[src/rtl/ps2_transmisor_if.sv]
// Signal bundle between a PS/2 host transmitter and its user/line side:
// command handshake, sampled PS/2 lines and open-drain pull-down enables.
interface ps2_transmisor_if;
  logic [7:0] Dato_tx;
  logic       wr_ps2;
  logic       ps2c_in;
  logic       ps2d_in;
  logic       ps2c_oe;
  logic       ps2d_oe;
  logic       tx_idle;
  logic       tx_done_tick;
  logic       err_tick;

  modport master (
    output Dato_tx, wr_ps2, ps2c_in, ps2d_in,
    input  ps2c_oe, ps2d_oe, tx_idle, tx_done_tick, err_tick
  );

  modport slave (
    input  Dato_tx, wr_ps2, ps2c_in, ps2d_in,
    output ps2c_oe, ps2d_oe, tx_idle, tx_done_tick, err_tick
  );
endinterface

[src/rtl/ps2_transmisor.sv]
// PS/2 host-to-device command transmitter (inhibit, start, 8 data LSB first, odd parity, stop, ACK).
// Optional device-clock watchdog enabled by defining PS2_TX_TIMEOUT_EN.
module ps2_transmisor #(
  parameter int INHIBIT_CYCLES = 5000,
  parameter int TIMEOUT_CYCLES = 100000
) (
  input  logic            clk,
  input  logic            rst,
  ps2_transmisor_if.slave bus
);

  typedef enum logic [2:0] {
    IDLE, RTS, START, DATA, PARITY, STOP, ACK, WAIT_IDLE
  } state_t;

  localparam int            CW       = (INHIBIT_CYCLES > 1) ? $clog2(INHIBIT_CYCLES) : 1;
  localparam logic [CW-1:0] CNT_LAST = CW'(INHIBIT_CYCLES - 1);

  function automatic logic odd_parity(input logic [7:0] b);
    return ~^b;
  endfunction

  // Filtered level only moves once eight consecutive samples agree.
  function automatic logic filt_next(input logic [7:0] sr, input logic cur);
    logic r;
    if (sr == 8'hFF) begin
      r = 1'b1;
    end else if (sr == 8'h00) begin
      r = 1'b0;
    end else begin
      r = cur;
    end
    return r;
  endfunction

  state_t        state_q, state_d;
  logic [CW-1:0] cnt_q, cnt_d;
  logic [2:0]    idx_q, idx_d;
  logic [7:0]    data_q, data_d;
  logic          par_q, par_d;
  logic [7:0]    csr_q, csr_d, dsr_q, dsr_d;
  logic          cfilt_q, cfilt_d, dfilt_q, dfilt_d;
  logic          fall_s;
  logic          c_oe_q, c_oe_d, d_oe_q, d_oe_d;
  logic          idle_q, idle_d, done_q, done_d, err_q, err_d;
  logic          wd_expired_s;

  // Line filters and device clock fall detection
  always_comb begin
    csr_d   = {bus.ps2c_in, csr_q[7:1]};
    dsr_d   = {bus.ps2d_in, dsr_q[7:1]};
    cfilt_d = filt_next(csr_d, cfilt_q);
    dfilt_d = filt_next(dsr_d, dfilt_q);
    fall_s  = cfilt_q & ~cfilt_d;
  end

`ifdef PS2_TX_TIMEOUT_EN
  localparam int            TW      = $clog2(TIMEOUT_CYCLES + 1);
  localparam logic [TW-1:0] WD_LAST = TW'(TIMEOUT_CYCLES - 1);

  logic [TW-1:0] wd_q, wd_d;
  logic          watched_s;

  assign watched_s    = (state_q != IDLE) && (state_q != RTS);
  assign wd_expired_s = watched_s && !fall_s && (wd_q == WD_LAST);

  // Watchdog restarts on every device clock edge and every state change
  always_comb begin
    wd_d = '0;
    if (!watched_s || fall_s || (state_d != state_q)) begin
      wd_d = '0;
    end else begin
      wd_d = wd_q + TW'(1);
    end
  end

  // Watchdog register
  always_ff @(posedge clk) begin
    if (rst) begin
      wd_q <= '0;
    end else begin
      wd_q <= wd_d;
    end
  end
`else
  // Watchdog compiled out: a stalled device simply leaves the FSM waiting.
  assign wd_expired_s = (TIMEOUT_CYCLES < 0);
`endif

  // Next state and frame bookkeeping
  always_comb begin
    state_d = state_q;
    cnt_d   = cnt_q;
    idx_d   = idx_q;
    data_d  = data_q;
    par_d   = par_q;
    done_d  = 1'b0;
    err_d   = 1'b0;
    if (wd_expired_s) begin
      state_d = IDLE;
      err_d   = 1'b1;
    end else begin
      case (state_q)
        IDLE: begin
          // idle_q is low during the tick cycle, so a request there is dropped
          if (bus.wr_ps2 && idle_q) begin
            data_d  = bus.Dato_tx;
            par_d   = odd_parity(bus.Dato_tx);
            cnt_d   = '0;
            idx_d   = 3'd0;
            state_d = RTS;
          end else begin
            state_d = IDLE;
          end
        end
        RTS: begin
          if (cnt_q == CNT_LAST) begin
            state_d = START;
          end else begin
            cnt_d = cnt_q + CW'(1);
          end
        end
        START: begin
          if (fall_s) begin
            state_d = DATA;
            idx_d   = 3'd0;
          end else begin
            state_d = START;
          end
        end
        DATA: begin
          if (fall_s) begin
            if (idx_q == 3'd7) begin
              state_d = PARITY;
            end else begin
              idx_d = idx_q + 3'd1;
            end
          end else begin
            state_d = DATA;
          end
        end
        PARITY: begin
          if (fall_s) begin
            state_d = STOP;
          end else begin
            state_d = PARITY;
          end
        end
        STOP: begin
          if (fall_s) begin
            state_d = ACK;
          end else begin
            state_d = STOP;
          end
        end
        ACK: begin
          if (fall_s) begin
            if (dfilt_q == 1'b0) begin
              state_d = WAIT_IDLE;
            end else begin
              state_d = IDLE;
              err_d   = 1'b1;
            end
          end else begin
            state_d = ACK;
          end
        end
        WAIT_IDLE: begin
          if (cfilt_q && dfilt_q) begin
            state_d = IDLE;
            done_d  = 1'b1;
          end else begin
            state_d = WAIT_IDLE;
          end
        end
        default: begin
          state_d = IDLE;
        end
      endcase
    end
  end

  // Output values for the coming cycle, derived from the next state
  always_comb begin
    c_oe_d = (state_d == RTS);
    idle_d = (state_d == IDLE) && !done_d && !err_d;
    d_oe_d = 1'b0;
    case (state_d)
      RTS:     d_oe_d = (cnt_d == CNT_LAST);
      START:   d_oe_d = 1'b1;
      DATA:    d_oe_d = ~data_d[idx_d];
      PARITY:  d_oe_d = ~par_d;
      default: d_oe_d = 1'b0;
    endcase
  end

  // State, filter and output registers
  always_ff @(posedge clk) begin
    if (rst) begin
      state_q <= IDLE;
      cnt_q   <= '0;
      idx_q   <= 3'd0;
      data_q  <= 8'h00;
      par_q   <= 1'b0;
      csr_q   <= 8'hFF;
      dsr_q   <= 8'hFF;
      cfilt_q <= 1'b1;
      dfilt_q <= 1'b1;
      c_oe_q  <= 1'b0;
      d_oe_q  <= 1'b0;
      idle_q  <= 1'b1;
      done_q  <= 1'b0;
      err_q   <= 1'b0;
    end else begin
      state_q <= state_d;
      cnt_q   <= cnt_d;
      idx_q   <= idx_d;
      data_q  <= data_d;
      par_q   <= par_d;
      csr_q   <= csr_d;
      dsr_q   <= dsr_d;
      cfilt_q <= cfilt_d;
      dfilt_q <= dfilt_d;
      c_oe_q  <= c_oe_d;
      d_oe_q  <= d_oe_d;
      idle_q  <= idle_d;
      done_q  <= done_d;
      err_q   <= err_d;
    end
  end

  assign bus.ps2c_oe      = c_oe_q;
  assign bus.ps2d_oe      = d_oe_q;
  assign bus.tx_idle      = idle_q;
  assign bus.tx_done_tick = done_q;
  assign bus.err_tick     = err_q;

endmodule

[src/flat_wrapper.sv]
// flat-port wrapper written by rule: the top's interface ports become plain ports
module ps2_transmisor_flat 
#(
  parameter int INHIBIT_CYCLES = 5000,
  parameter int TIMEOUT_CYCLES = 100000
)
  (clk, rst, bus_Dato_tx, bus_wr_ps2, bus_ps2c_in, bus_ps2d_in, bus_ps2c_oe, bus_ps2d_oe, bus_tx_idle, bus_tx_done_tick, bus_err_tick);
  ps2_transmisor_if bus_i ();
  input  logic clk;
  input  logic rst;
  input wire logic [$bits(bus_i.Dato_tx)-1:0] bus_Dato_tx;
  input wire logic [$bits(bus_i.wr_ps2)-1:0] bus_wr_ps2;
  input wire logic [$bits(bus_i.ps2c_in)-1:0] bus_ps2c_in;
  input wire logic [$bits(bus_i.ps2d_in)-1:0] bus_ps2d_in;
  output wire logic [$bits(bus_i.ps2c_oe)-1:0] bus_ps2c_oe;
  output wire logic [$bits(bus_i.ps2d_oe)-1:0] bus_ps2d_oe;
  output wire logic [$bits(bus_i.tx_idle)-1:0] bus_tx_idle;
  output wire logic [$bits(bus_i.tx_done_tick)-1:0] bus_tx_done_tick;
  output wire logic [$bits(bus_i.err_tick)-1:0] bus_err_tick;
  assign bus_i.Dato_tx = bus_Dato_tx;
  assign bus_i.wr_ps2 = bus_wr_ps2;
  assign bus_i.ps2c_in = bus_ps2c_in;
  assign bus_i.ps2d_in = bus_ps2d_in;
  assign bus_ps2c_oe = bus_i.ps2c_oe;
  assign bus_ps2d_oe = bus_i.ps2d_oe;
  assign bus_tx_idle = bus_i.tx_idle;
  assign bus_tx_done_tick = bus_i.tx_done_tick;
  assign bus_err_tick = bus_i.err_tick;
  ps2_transmisor #(.INHIBIT_CYCLES(INHIBIT_CYCLES), .TIMEOUT_CYCLES(TIMEOUT_CYCLES)) u_core (.clk(clk), .rst(rst), .bus(bus_i));
endmodule
[config.mk]
export PLATFORM = sky130hd
export DESIGN_NAME = ps2_transmisor_flat
export DESIGN_NICKNAME = d
export VERILOG_FILES = /design/src/rtl/ps2_transmisor_if.sv /design/src/rtl/ps2_transmisor.sv /design/src/flat_wrapper.sv
export SDC_FILE = /design/constraint.sdc
export NUM_CORES = 1
export LEC_CHECK = 0
export BUFFER_PORTS_ARGS = -buffer_cell sky130_fd_sc_hd__buf_4
export CAP_MARGIN = 20
export CORE_ASPECT_RATIO = 0.75
export CORE_UTILIZATION = 59
export CTS_CLUSTER_DIAMETER = 80
export DETAILED_ROUTE_END_ITERATION = 7
export GPL_ROUTABILITY_DRIVEN = 1
export PLACE_DENSITY = 0.78
export SYNTH_ARGS = -nofsm -noshare
export SYNTH_HDL_FRONTEND = slang
export SYNTH_SLANG_ARGS = --single-unit
[constraint.sdc]
create_clock -name clk -period 4.1 [get_ports clk]
set_input_delay 0.615 -clock clk [delete_from_list [all_inputs] [get_ports clk]]
set_output_delay 0.615 -clock clk [all_outputs]
set_load 0.01 [all_outputs]
==> results of run 1 <==
-- metrics by stage --
step | worst slack [ns] | utilization (%) | power (µW) | hold slack (ns) | instances
CTS | 1.16 | 66.9 | 878 | 0.459 | 365
floorplan | 1.84 | - | 572 | 0.432 | 300
global placement | 1.20 | 64.8 | 599 | 0.445 | 357
finish | 1.10 | 66.9 | 870 | 0.458 | 365
detailed placement | 1.19 | 64.8 | 601 | 0.447 | 357
global route | 0.859 | 66.9 | 907 | 0.476 | 365
-- worst reg2reg max path, cell delays in order, from the launching register on --
cell      delay [ns]
dfxtp_1         0.45
nor2_1          0.38
nand4_1         0.65
a32oi_1         0.78
nand3_1         0.21
o31ai_1         0.32
o211ai_2        0.10
-- cell usage in the layout, fill, tap and decap left out, drive strengths merged, types with 3 or more instances in the layout --
master  Yosys  final
buf         4     17
nand2b      3      3
nor2b       5      5
nor4       12     12
xnor2       7      7
nand4       9      9
a21oi      20     20
nor3       12     12
nor4b       3      3
a32oi       3      3
dfxtp      49     49
and3        5      5
or2        16     16
nand2      31     31
clkbuf     11      7
inv         6      6
and2        3      3
nor3b       5      5
nand3      14     14
o21ai      18     18
nor2       24     24
a22oi       4      4
-- final cells by class --
type	instances	area (µm²)	area share [%]
Sequential cell	49	981	36.2
Multi-Input combinational cell	230	1430	52.6
Timing Repair Buffer	17	128	4.71
Clock inverter	1	7.51	0.277
Inverter	6	22.5	0.831
Clock buffer	7	76.3	2.82
Tap cell	55	68.8	2.54
-- power breakdown --
part | switching [µW] | leakage [µW] | internal [µW] | total, µW
combinational | 53.5 | 0.000536 | 36.8 | 90.3
clock | 158 | 0.0000385 | 121 | 279
sequential | 12.0 | 0.000399 | 488 | 500
total | 223 | 0.000973 | 646 | 870
-- kinds of logic (layout without fill, tap and decap cells) --
kind of cell / Yosys count / count (layout) / share of synthesized area, %
xor gates and xnor gates: 9 / 9 / 3.16
muxes: 2 / 2 / 0.803
buffers and inverters: 21 / 31 / 3.46
and+or+nand+nor: 152 / 152 / 34.5
AOI/OAI and AO/OA: 65 / 65 / 17.8
adders and majority gates: 2 / 2 / 1.00
DFF: 49 / 49 / 39.3
-- worst min path at each step --
stage / from / endpoint / depth (start not counted)
final: u_core.data_q[2]$_SDFF_PP0_ / u_core.data_q[2]$_SDFF_PP0_ / 2
after detailed placement: u_core.data_q[2]$_SDFF_PP0_ / u_core.data_q[2]$_SDFF_PP0_ / 2
after CTS: u_core.data_q[2]$_SDFF_PP0_ / u_core.data_q[2]$_SDFF_PP0_ / 2
after floorplan: u_core.data_q[0]$_SDFF_PP0_ / u_core.data_q[0]$_SDFF_PP0_ / 2
after global routing: u_core.data_q[2]$_SDFF_PP0_ / u_core.data_q[2]$_SDFF_PP0_ / 2
after global placement: u_core.data_q[6]$_SDFF_PP0_ / u_core.data_q[6]$_SDFF_PP0_ / 2
-- metal layers --
layer,share of wire (%),routed length [µm],GRT usage (%)
met5,0,0,0
met2,42,2260,35.3
met4,1.3,71,9.16
met1,49,2610,37.1
met3,7.6,407,5.12
-- registers in the layout, indices dropped and copies added (netlist names) --
| name | flops |
|---|---|
| u_core.idx_q | 3 |
| u_core.bus.ps2c_oe | 1 |
| u_core.par_q | 1 |
| u_core.dfilt_q | 1 |
| u_core.cnt_q | 13 |
| u_core.bus.err_tick | 1 |
| u_core.bus.tx_idle | 1 |
| u_core.bus.ps2d_oe | 1 |
| u_core.bus.tx_done_tick | 1 |
| u_core.csr_q | 7 |
| u_core.cfilt_q | 1 |
| u_core.data_q | 8 |
| u_core.state_q | 3 |
| u_core.dsr_q | 7 |
==> impl_metrics.env, run 1 <==
export IMPL_finalHoldViolations=0
export IMPL_pin_count=18
export IMPL_grt_max_degree=50
export IMPL_cts_sinks=49
export IMPL_required_ns=4.29
export IMPL_endpoint_kind="flop"
export IMPL_p_leak_uw=0.000973
export IMPL_diodes=0
export IMPL_outcome="completed"
export IMPL_crit_slowest_cell="a32oi_1"
export IMPL_hold_class="reg2reg"
export IMPL_numPortBuffers=17
export IMPL_wire_per_inst_um=14.6
export IMPL_fp_dieW_um=77.1
export IMPL_ctsResizeCount=0
export IMPL_path_depth=6
export IMPL_track_usage_pct=24.8
export IMPL_area_delta_synth_final_pct=8.68
export IMPL_place_area_um2=2630
export IMPL_htreeDepth=2
export IMPL_worst_slew_pin_slew_ns=0.853
export IMPL_num_nets_final=324
export IMPL_synth_largest_area_cell="dfxtp_1"
export IMPL_dieArea_um2=4490
export IMPL_async_flop_share_pct=0
export IMPL_cts_made_buffers=5
export IMPL_clock_fmax_mhz=334
export IMPL_clk_path_buf_depth=2
export IMPL_synth_yosys_seq_area_share_pct=39.3
export IMPL_critPathTopFamily="simple AND/OR/NAND/NOR gates"
export IMPL_synth_edff_count=0
export IMPL_start_kind="flop"
export IMPL_rr_startpoint="u_core.state_q[2]$_SDFF_PP0_"
export IMPL_detail_route_iter0_violations=258
export IMPL_fp_coreArea_um2=4050
export IMPL_clock_skew_ns=0.00275
export IMPL_finalCritPeriodShare_pct=73.1
export IMPL_worstSetupStartpoint="u_core.state_q[2]$_SDFF_PP0_"
export IMPL_wl_mm=5.35
export IMPL_place_congestion=0.897
export IMPL_synthTopCellsByCount="49 x dfxtp_1, 31 x nand2_1, 24 x nor2_1, 20 x a21oi_1, 16 x o21ai_0"
export IMPL_path_class="reg2reg"
export IMPL_die_height_um=58.3
export IMPL_irDropWorstVdd_mv=0.200
export IMPL_gr_total_overflow=0
export IMPL_place_hpwl_mm=3.78
export IMPL_drtAntennaViolNets=0
export IMPL_grt_pass1_wl_mm=8.71
export IMPL_antenna_found_initial=0
export IMPL_vias=2268
export IMPL_fin_crit_ns=3.00
export IMPL_initial_core_util_pct=61.5
export IMPL_r2r_cells=6
export IMPL_worstPathArrival_ns=3.19
export IMPL_crit_path_max_incr_delay_ns=0.78
export IMPL_synth_main_ff_cell="dfxtp_1"
export IMPL_timing_rr_end="u_core.bus.ps2d_oe$_SDFF_PP0_"
export IMPL_syn_inst=300
export IMPL_finalSetupViolations=0
export IMPL_ys_types=55
export IMPL_hold_buffers=0
export IMPL_path_cells="nor2_1, nand4_1, a32oi_1, nand3_1, o31ai_1, o211ai_2"
export IMPL_netlist_area_um2=2490
export IMPL_synth_most_common_cell="dfxtp_1"
export IMPL_critPathCapture="u_core.bus.ps2d_oe$_SDFF_PP0_"
export IMPL_clk_pin_slew_worst_paths_ns=0.09
export IMPL_ys_top_cells_by_area="dfxtp_1 39%, nand2_1 4.7%, a21oi_1 4.0%"
export IMPL_vias_per_cell=6.21
export IMPL_ys_warnings_count=0
export IMPL_cts_tree="done"
export IMPL_post_synth_top_area_fraction_pct=39.3
export IMPL_ys_seq_elements=49
export IMPL_fill_cells=360
export IMPL_powerDensity_nw_per_um2=321
export IMPL_post_route_drc_count=0
export IMPL_syn_area_per_cell_um2=8.31
export IMPL_cap_viol_max_count=0
export IMPL_postLayoutCellArea_um2=2710
export IMPL_path_max_fanout=17
export IMPL_first_global_vias=1851
export IMPL_drive_gt1_share_pct=16.1
export IMPL_critPathBufInv=0
export IMPL_post_cts_repair_setup_buffers=0
export IMPL_worstSkewPairLatency_ns=0.30
export IMPL_drv_slew=0
export IMPL_rrSetupSlack_ns=1.10
export IMPL_root_buffer="clkbuf_8"
export IMPL_rows=20
export IMPL_rsz0062_at_grt="false"
export IMPL_setup_tns_final_ns=0
export IMPL_max_slew_margin_pct=42.7
export IMPL_first_pass_iters=4
export IMPL_syn_nets=315
Note: power is estimated with default switching activity, not from simulation.
==> inputs of run 2 (changes only) <==
Clock period 4.1 ns to 3.1 ns, I/O delays scaled along.
==> run 2 against run 1 <==
Global-route usage is 0.35 points higher. Total power increased by 37%. Cell count rose by 1.1%. Clock skew increased by 0.0037 ns. Via count shrank 1.7%. Wire length shrank 0.43%. Highest routed layer unchanged. Critical endpoint unchanged. Die area unchanged.
==> impl_metrics.env, run 2 (synthesis gave the netlist of run 1 again) <==
export IMPL_clk_pin_slew_worst_paths_ns=0.09
export IMPL_numPortBuffers=17
export IMPL_first_global_vias=1828
export IMPL_hold_buffers=0
export IMPL_start_kind="flop"
export IMPL_routed_wl_met2_mm=2.22
export IMPL_wl_mm=5.32
export IMPL_place_congestion=0.986
export IMPL_largest_reg_flops=13
export IMPL_vias_per_cell=6.04
export IMPL_first_pass_iters=5
export IMPL_outcome="completed"
export IMPL_worst_slew_pin_slew_ns=0.517
export IMPL_wire_per_inst_um=14.4
export IMPL_hold_class="in2reg"
export IMPL_fp_dieW_um=77.1
export IMPL_initial_core_util_pct=61.5
export IMPL_met1Wirelength_mm=2.63
export IMPL_fp_coreArea_um2=4050
export IMPL_endpoint_kind="flop"
export IMPL_wl_met3_um=435
export IMPL_drv_slew=0
export IMPL_clock_fmax_mhz=404
export IMPL_grt_max_degree=50
export IMPL_area_delta_synth_final_pct=10.6
export IMPL_top_regs="u_core.cnt_q: 13 flops, u_core.data_q: 8 flops"
export IMPL_finalHoldViolations=0
export IMPL_worstPathArrival_ns=2.71
export IMPL_routed_top_layer="met4"
export IMPL_ctsResizeCount=0
export IMPL_root_buffer="clkbuf_8"
export IMPL_fill_cells=342
export IMPL_clock_skew_ns=0.00645
export IMPL_dieArea_um2=4490
export IMPL_r2r_cells=8
export IMPL_cts_tree="done"
export IMPL_multi_input_area_um2=1430
export IMPL_place_hpwl_mm=3.77
export IMPL_htreeDepth=2
export IMPL_cap_viol_max_count=0
export IMPL_vias=2230
export IMPL_grt_pass1_wl_mm=8.85
export IMPL_max_slew_margin_pct=65.5
export IMPL_drive_gt1_share_pct=17.8
export IMPL_rsz0062_at_grt="false"
export IMPL_num_nets_final=328
export IMPL_finalSetupViolations=0
export IMPL_detail_route_iter0_violations=324
export IMPL_drtAntennaViolNets=0
export IMPL_post_route_util_pct=68.0
export IMPL_die_height_um=58.3
export IMPL_seqCellArea_um2=981
export IMPL_rows=20
export IMPL_antenna_found_initial=0
export IMPL_irDropWorstVdd_mv=0.324
export IMPL_fin_crit_ns=2.47
export IMPL_place_inst=361
export IMPL_gr_total_overflow=0
export IMPL_finalCritPeriodShare_pct=79.8
export IMPL_setup_tns_final_ns=0
export IMPL_post_cts_repair_setup_buffers=0
export IMPL_path_max_fanout=6
export IMPL_powerDensity_nw_per_um2=432
export IMPL_worstSkewPairLatency_ns=0.30
export IMPL_clk_path_buf_depth=2
export IMPL_layout_common_cells="49 x dfxtp_1, 31 x nand2_1, 24 x nor2_1"
export IMPL_final_common_cell="dfxtp_1"
export IMPL_instances_no_fill=369
export IMPL_p_leak_uw=0.00101
export IMPL_post_route_drc_count=0
export IMPL_regMostFlops="u_core.cnt_q"
export IMPL_path_class="reg2reg"
export IMPL_pin_count=18
export IMPL_cts_sinks=49
export IMPL_required_ns=3.33
export IMPL_diodes=0
export IMPL_hold_depth=2
export IMPL_track_usage_pct=25.2
export IMPL_cts_made_buffers=5
-- run 2: cell count changes in the layout (fill, tap and decap cells not counted), sizes merged --
cell	before	now
buf	17	21
clkinvlp	1	0
clkinv	0	1
-- run 2: final timing paths --
check | slack (ns) | startpoint | end
worst max-delay path | 0.63 | u_core.cnt_q[0]$_SDFF_PP0_ | u_core.bus.ps2d_oe$_SDFF_PP0_
worst min-delay path | 0.37 | bus_ps2d_in | u_core.dsr_q[7]$_SDFF_PP1_
worst max register to register | 0.63 | u_core.cnt_q[0]$_SDFF_PP0_ | u_core.bus.ps2d_oe$_SDFF_PP0_
worst min register to register | 0.46 | u_core.data_q[0]$_SDFF_PP0_ | u_core.data_q[0]$_SDFF_PP0_
-- run 2: through the flow --
| step | cell area (µm²) | hold slack (ns) | setup WS (ns) | total power [µW] |
|---|---|---|---|---|
| 5_1_grt | 2760 | 0.361 | 0.377 | 1250 |
| 3_5_place_dp | 2660 | 0.442 | 0.635 | 802 |
| 4_1_cts | 2760 | 0.363 | 0.671 | 1210 |
| 6_report | 2760 | 0.369 | 0.625 | 1190 |
| 3_3_place_gp | 2660 | 0.444 | 0.685 | 801 |
| 2_1_floorplan | 2490 | 0.432 | 0.991 | 756 |
-- run 2: worst max-delay path, cell delays in order (launching register included) --
cell and delay [ns]:
dfxtp_1 0.42, ha_1 0.29, nor4b_1 0.39, nand4_1 0.19, o21ai_1 0.36, a32oi_1 0.19, nor4_1 0.32, nand4_1 0.16
o211ai_2 0.09
-- run 2: report_power, final --
part | leakage (µW) | switching [µW] | internal, µW | total, µW
sequential | 0.000399 | 15.7 | 646 | 662
clock | 0.0000542 | 201 | 202 | 403
combinational | 0.000556 | 72.7 | 54.6 | 127
-- run 2: layout make-up --
| cell class | count | share of cell area (%) |
|---|---|---|
| inverter | 6 | 0.817 |
| clock buffer | 7 | 3.49 |
| tap | 55 | 2.50 |
| multi-input combinational | 230 | 51.7 |
| clock inverter | 1 | 0.181 |
| sequential | 49 | 35.6 |
| timing repair buffer | 21 | 5.72 |
-- run 2: per-layer routing --
metal	vias up	GRT usage, %
met1	1020	38.0
met3	6	5.89
met5	-	0
li1	1117	-
met4	0	6.74
met2	87	36.0
